<file path="src/rtl/cpu_pkg.sv">
// Definitions shared by the CPU core, its instruction ROM and the program loader.
package cpu_pkg;

    // Instruction memory geometry (8-bit PC, byte-wide words)
    localparam int ADDR_W = 8;
    localparam int DATA_W = 8;

    // Frame start marker on the host byte stream
    localparam logic [7:0] SYNC_BYTE = 8'hA5;

    // Loader frame-parsing states
    typedef enum logic [2:0] {
        LD_IDLE,
        LD_ADDR,
        LD_LEN,
        LD_DATA,
        LD_CSUM,
        LD_CHECK
    } ld_state_e;

endpackage

</file>
<file path="src/rtl/prog_loader.sv">
// Byte-stream program loader: parses SYNC/START/LEN/payload/CSUM frames,
// writes the payload into instruction memory and keeps the CPU held in reset
// until a frame with a good checksum has been loaded.
module prog_loader #(
    parameter int         ADDR_W    = cpu_pkg::ADDR_W,
    parameter int         DATA_W    = cpu_pkg::DATA_W,
    parameter logic [7:0] SYNC_BYTE = cpu_pkg::SYNC_BYTE
) (
    input  logic              clk,
    input  logic              rst,
    input  logic              in_valid,
    input  logic [7:0]        in_data,
    output logic              in_ready,
    output logic              mem_we,
    output logic [ADDR_W-1:0] mem_addr,
    output logic [DATA_W-1:0] mem_wdata,
    output logic              cpu_hold,
    output logic              done,
    output logic              err
);
    import cpu_pkg::*;

    ld_state_e         state_q, state_d;
    logic [ADDR_W-1:0] ptr_q, ptr_d;
    logic [7:0]        cnt_q, cnt_d;
    logic [7:0]        sum_q, sum_d;
    logic              mem_we_q, mem_we_d;
    logic [ADDR_W-1:0] mem_addr_q, mem_addr_d;
    logic [DATA_W-1:0] mem_wdata_q, mem_wdata_d;
    logic              cpu_hold_q, cpu_hold_d;
    logic              done_q, done_d;
    logic              err_q, err_d;
    logic              accept;

    // The only non-accepting cycle is the single checksum-evaluation cycle
    assign in_ready = (state_q != LD_CHECK);
    assign accept   = in_valid && in_ready;

    assign mem_we    = mem_we_q;
    assign mem_addr  = mem_addr_q;
    assign mem_wdata = mem_wdata_q;
    assign cpu_hold  = cpu_hold_q;
    assign done      = done_q;
    assign err       = err_q;

    // Next-state, datapath and output computation for the frame parser
    always_comb begin
        state_d     = state_q;
        ptr_d       = ptr_q;
        cnt_d       = cnt_q;
        sum_d       = sum_q;
        mem_we_d    = 1'b0;
        mem_addr_d  = mem_addr_q;
        mem_wdata_d = mem_wdata_q;
        cpu_hold_d  = cpu_hold_q;
        done_d      = done_q;
        err_d       = err_q;

        unique case (state_q)
            LD_IDLE: begin
                // Anything other than SYNC is line noise and is dropped
                if (accept && in_data == SYNC_BYTE) begin
                    state_d    = LD_ADDR;
                    sum_d      = 8'h00;
                    cpu_hold_d = 1'b1;
                    done_d     = 1'b0;
                    err_d      = 1'b0;
                end
            end
            LD_ADDR: begin
                if (accept) begin
                    ptr_d   = ADDR_W'(in_data);
                    sum_d   = in_data;
                    state_d = LD_LEN;
                end
            end
            LD_LEN: begin
                if (accept) begin
                    cnt_d   = in_data;
                    sum_d   = sum_q + in_data;
                    state_d = (in_data != 8'h00) ? LD_DATA : LD_CSUM;
                end
            end
            LD_DATA: begin
                // Payload bytes are never reinterpreted as SYNC
                if (accept) begin
                    mem_we_d    = 1'b1;
                    mem_addr_d  = ptr_q;
                    mem_wdata_d = DATA_W'(in_data);
                    ptr_d       = ptr_q + ADDR_W'(1);
                    sum_d       = sum_q + in_data;
                    cnt_d       = cnt_q - 8'd1;
                    if (cnt_q == 8'd1) state_d = LD_CSUM;
                end
            end
            LD_CSUM: begin
                if (accept) begin
                    sum_d   = sum_q + in_data;
                    state_d = LD_CHECK;
                end
            end
            LD_CHECK: begin
                if (sum_q == 8'h00) begin
                    done_d     = 1'b1;
                    cpu_hold_d = 1'b0;
                end else begin
                    err_d = 1'b1;
                end
                state_d = LD_IDLE;
            end
            default: state_d = LD_IDLE;
        endcase
    end

    // State and output registers; reset keeps the CPU held
    always_ff @(posedge clk or posedge rst) begin
        if (rst) begin
            state_q     <= LD_IDLE;
            ptr_q       <= '0;
            cnt_q       <= 8'h00;
            sum_q       <= 8'h00;
            mem_we_q    <= 1'b0;
            mem_addr_q  <= '0;
            mem_wdata_q <= '0;
            cpu_hold_q  <= 1'b1;
            done_q      <= 1'b0;
            err_q       <= 1'b0;
        end else begin
            state_q     <= state_d;
            ptr_q       <= ptr_d;
            cnt_q       <= cnt_d;
            sum_q       <= sum_d;
            mem_we_q    <= mem_we_d;
            mem_addr_q  <= mem_addr_d;
            mem_wdata_q <= mem_wdata_d;
            cpu_hold_q  <= cpu_hold_d;
            done_q      <= done_d;
            err_q       <= err_d;
        end
    end

endmodule
</file>
<file path="config.mk">
export PLATFORM = sky130hd
export DESIGN_NAME = prog_loader
export DESIGN_NICKNAME = d
export VERILOG_FILES = /design/src/rtl/cpu_pkg.sv /design/src/rtl/prog_loader.sv
export SDC_FILE = /design/constraint.sdc
export NUM_CORES = 1
export LEC_CHECK = 0
export BUFFER_PORTS_ARGS = -buffer_cell sky130_fd_sc_hd__buf_2
export CAP_MARGIN = 20
export CORE_AREA = 2 2 70 72
export CTS_CLUSTER_DIAMETER = 120
export DETAILED_ROUTE_END_ITERATION = 10
export DIE_AREA = 0 0 72 74
export HOLD_SLACK_MARGIN = 0.06
export PLACE_DENSITY = 0.79
export SYNTH_ARGS = -nofsm -noshare
export SYNTH_HDL_FRONTEND = slang
export SYNTH_SLANG_ARGS = --single-unit
</file>
<file path="constraint.sdc">
create_clock -name clk -period 2.5 [get_ports clk]
set_clock_uncertainty 0.05 [all_clocks]
set_input_delay 0.375 -clock clk [delete_from_list [all_inputs] [get_ports clk]]
set_output_delay 0.375 -clock clk [all_outputs]
set_load 0.03 [all_outputs]
</file>
Word-level counts from Yosys, hierarchy flattened. Index checks and enable logic that the tools add are counted.

Multiplexer cells: 26. Reductions and logical operators: 17. Equal/unequal tests: 17. Add/subtract/negate cells: 3.

Operators by type and width (number): $mux 8 (5); $pmux 8 s2 (2); $pmux 8 s3 (1); $mux 3 (7); $ne 2x2->1 const B (8); $pmux 3 s5 (1); $reduce_and 3->1 (4); $add 8x1->8 const B (1); $add 8x8->8 (1); $eq 8x1->1 const B (1); $eq 8x8->1 const B (1); $logic_not 8->1 (1); $reduce_bool 8->1 (1); $sub 8x1->8 const B (1); $mux 1 (7); $eq 3x2->1 const B (2); $eq 3x3->1 const B (2); $pmux 1 s2 (3); $reduce_and 6->1 (1); $reduce_bool 2->1 (3); $reduce_and 4->1 (1); $eq 3x1->1 const B (1); $logic_not 3->1 (1); $ne 3x3->1 const B (1); 5 further kinds (6).

Output and inout port bits: 21. Bits in registers: 47. Input bits: 11. Logic and storage cells: 73.

Logic depth before layout (Yosys ltp).
Word-level depth: 5. Mapped depth: 8. Gate-level depth less buffers: 8.

Worst setup path before layout. OpenSTA, ideal clock, no wires.

Path kind: input port to flip-flop. Start: input in_data[0]. End: register sum_q[6]. Data arrival time: 1.807 ns. Cell stages on the path: 8. Data required time: 2.373 ns. Library setup time: 0.077 ns. Buffers on the path: 0. Path slack: 0.566 ns. Cell sequence: ha_1 > fa_1 > a211oi_1 > o21bai_1 > a21oi_1 > xnor2_1 > a22oi_1 > a21oi_1.

Cells in the longest elaborated chain, start to end: 4. Elaborated cells on any way between the ends: 7. Those cells by class: add/sub: 1; eq/ne: 2; mux: 2; reduce/logical: 2.

Ends and longest elaborated chain: start: declaration (line prog_loader.sv:12) `input logic [7:0] in_data,`; branches (longest 4 deep; another with $add 8x8->8); end signal: assignment (line prog_loader.sv:132) `sum_q <= sum_d;`; end: declaration (line prog_loader.sv:26) `logic [7:0] sum_q, sum_d;`.

Parallel ways; which one is timed is not known. The select of a mux whose other input is x is not followed. A chain may end at the register's enable or synchronous reset.

Worst setup path in the final report.
Start: register sum_q[0]. End: register sum_q[6].

Cells in the longest elaborated chain, start to end: 3.

Ends and longest elaborated chain: $add 8x8->8 (line prog_loader.sv:80, prog_loader.sv:91, prog_loader.sv:98); $mux 8 (line prog_loader.sv:78, prog_loader.sv:86, prog_loader.sv:97); $pmux 8 s3 (line prog_loader.sv:59) `unique case (state_q)`.

Every way passes these cells. The select of a mux whose other input is x is not followed.

==> out/summary.txt <==
Grt met2 use: 40.5%
Dpl cells: 360
Cell area after placement: 2820 sq um
Top cells by area, synth: dfrtp_1 (44%), mux2_1 (6.5%), a21oi_1 (5.4%)
N_diodes: 0
FFs w/ async S/R, synth: 100%
Cell variety after synth: 44
CTS max path bufs: 2
Final Net Count: 335
H-tree Lvls: 2
Pleak: 0.00131 uW
Post-synth EDFFs: 0
Post-place setup slack: 0.321 ns
Critical-path top delay cell: fa_1
Initial core utilization: 56.5%
Fill cells: 396
Worst setup EP type: flip-flop
Final TNS setup: 0 ns
Area added between synthesis and finish: 11.9%
Critical Path Fanout Max: 3
Worst min-delay path class: in -> async
Root Buffer: clkbuf_8
CTS tree: done
Cell with the most instances after synthesis: dfrtp_1
Switching power: 1740 uW
Final Non-Filler Cells: 368
Hold-fix buffers at CTS: 0
Post-Syn Nets: 302
Fmax: 471 MHz
Final setup violation count: 0
Post-synthesis sequential area ratio: 45.3%
Worst path most repeated cell: a21oi_1
DR iter-0 viols: 251
Yosys top cell area share: 44.3%
Die H: 74 um
IO Pins: 32
Arrival time worst endpoint: 2.31 ns
Post-cts resize count: 0
Unrepaired setup endpoints after global routing: false
Core ar.: 4600 sq um
Worst-Margin Slew: 0.587 ns
DP HPWL: 4300 um
Most used DFF post-synth: dfrtp_1
Period minus WS final: 2.12 ns
DR pass1 iterations: 4
Rel. slew slack: 60.9%
Drt via density: 6.23
Die area: 5330 sq um
VDD IR max: 0.643 mV
GRT Util Overall: 25.2%
Global routing usage on met1: 33.7%
Endpoints failing hold: 0
Max Cap Viol: 0
Final Util: 63.3%
Switching share of power: 46.1%
Num rows: 25
Combinational fraction of design power: 50.4%
Yosys warns: 0
Placer Congestion: 0.947
Startpoint Class: flip-flop
Period utilisation layout: 84.9%
Mapped Cells: 280
WL/cell: 16.9 um
Status: completed
Final setup margin: 0.377 ns
Antenna Nets Post-Route: 0
Clock-pin slew on the worst setup and hold paths: 0.09 ns
GR peak layer: met2
Critical path, cell by cell: ha_1, fa_1, a211oi_1, o21bai_1, a21oi_1, xnor2_1, a22oi_1, a21oi_1
Clk_lat worst skew: 0.30 ns
Max incr delay on CP: 0.43 ns
Initial antenna violation count: 0
Post-CTS setup buffers: 0
Commonest cells in the netlist: dfrtp_1 (46), nor2_1 (33), a21oi_1 (28)
Syn Area/Cell: 9.29 sq um
FF+latch count, synth: 47
Global-route wire length before repair: 10,300 um
CTS Buf Count: 5
Power density over the cells: 1300 nW/um^2
Vias in the first global route: 2,159
Sequential power share: 37.5%
Cell Area, Synth: 2600 sq um
Kind of critical path: reg -> reg
Post-route cell area: 2910 sq um
Share of cells above drive strength 1: 16.9%
Die Width: 72 um
Largest area contributor in the netlist: dfrtp_1
Power Internal: 2030 uW
Final Max Slew Viols: 0
Crit path required time: 2.68 ns
Port bufs: 31
GRT overflow: 0
M3 GR Usage: 4.47%
DRC: 0
Routed WL: 6210 um
Via count: 2,292
CTS sink cnt: 47
Clock share of power: 12.1%
Largest net degree at the start of global routing: 48
[registers in the layout, summed over array words and instances (netlist names)]
signal     count
cnt_q          8
cpu_hold       1
done           1
err            1
mem_addr       8
mem_wdata      8
mem_we         1
ptr_q          8
state_q        3
sum_q          8
[cell usage in the layout (no fill, tap or decap), types with 2 or more instances in the layout]
cell       n
inv_1      4
mux2_1    15
o21ai_0    7
xor2_1     2
nand2_1   16
a22oi_1    8
clkbuf_8   5
xnor2_1    3
o21bai_1   2
nor4_1     4
ha_1      10
or3_1      3
a21oi_1   28
and2_1     3
nand2b_1   4
nor3_1     6
nor2b_1    3
nand3_1   12
nor2_1    33
a21o_1     5
a31oi_1    7
buf_4      8
a211oi_1   2
buf_2     31
dfrtp_1   46
o22ai_1    3
inv_2      4
nand4_1    5
o21ai_1   17
[final timing paths]
kind	start	to	slack, ns	cells after the start
setup / recovery	sum_q[0]	sum_q[6]	0.38	8
hold / removal	rst	mem_wdata[0]	0.15	3
setup reg to reg	sum_q[0]	sum_q[6]	0.38	8
hold reg to reg	cpu_hold	cpu_hold	0.42	2
max in group asynchronous	rst	state_q[1]	1.84	3
min in group clk	in_valid	mem_addr[5]	0.33	2
[area by class of cell]
class / instances / area, sq um / share of cell area [%]
clock inverters: 2 / 12.5 / 0.430
inverters: 8 / 30.0 / 1.03
clock buffers: 6 / 72.6 / 2.49
well taps: 54 / 67.6 / 2.32
flip-flops and latches: 47 / 1180 / 40.5
repair buffers: 39 / 215 / 7.40
multi-input cells: 212 / 1330 / 45.8
[stage by stage]
step                      total power [uW]  hold WS, ns
after floorplan                       2800        0.421
after global routing                  4080        0.219
after CTS                             3770        0.178
final                                 3770        0.148
after global placement                3230        0.405
after detailed placement              3320        0.410
[power by group through the flow]
stage | Combinational [uW] | Sequential (uW) | Clock (uW)
after floorplan | 1190 | 1620 | 0
after global placement | 1830 | 1400 | 0
after detailed placement | 1900 | 1420 | 0
after CTS | 1900 | 1410 | 463
after global routing | 2120 | 1460 | 496
final | 1900 | 1410 | 458
[layer usage]
| metal | up-vias | share of wire [%] |
|---|---|---|
| met4 | 0 | 2.1 |
| met2 | 85 | 48 |
| li1 | 1083 | - |
| met1 | 1111 | 44 |
| met5 | - | 0 |
| met3 | 13 | 5.9 |
[cells by family (layout without fill, tap and decap cells)]
logic type,after synthesis,after routing,share of synthesized area [%]
mux,15,15,6.50
fa+ha+maj,11,11,5.58
simple gates,97,97,18.4
xor+xnor,5,5,1.68
compound gates,84,84,19.2
buf+inv,21,55,3.42
flops,47,47,45.3
[worst max-delay path, delay by kind of cell (launching register included)]
family | cells | cell delay (ns)
adder cells (fa/ha/maj) | 2 | 0.64
flip-flops | 1 | 0.41
XOR/XNOR | 1 | 0.14
AO/OA/AOI/OAI | 5 | 0.80
Power figures use the tool's default switching activity.
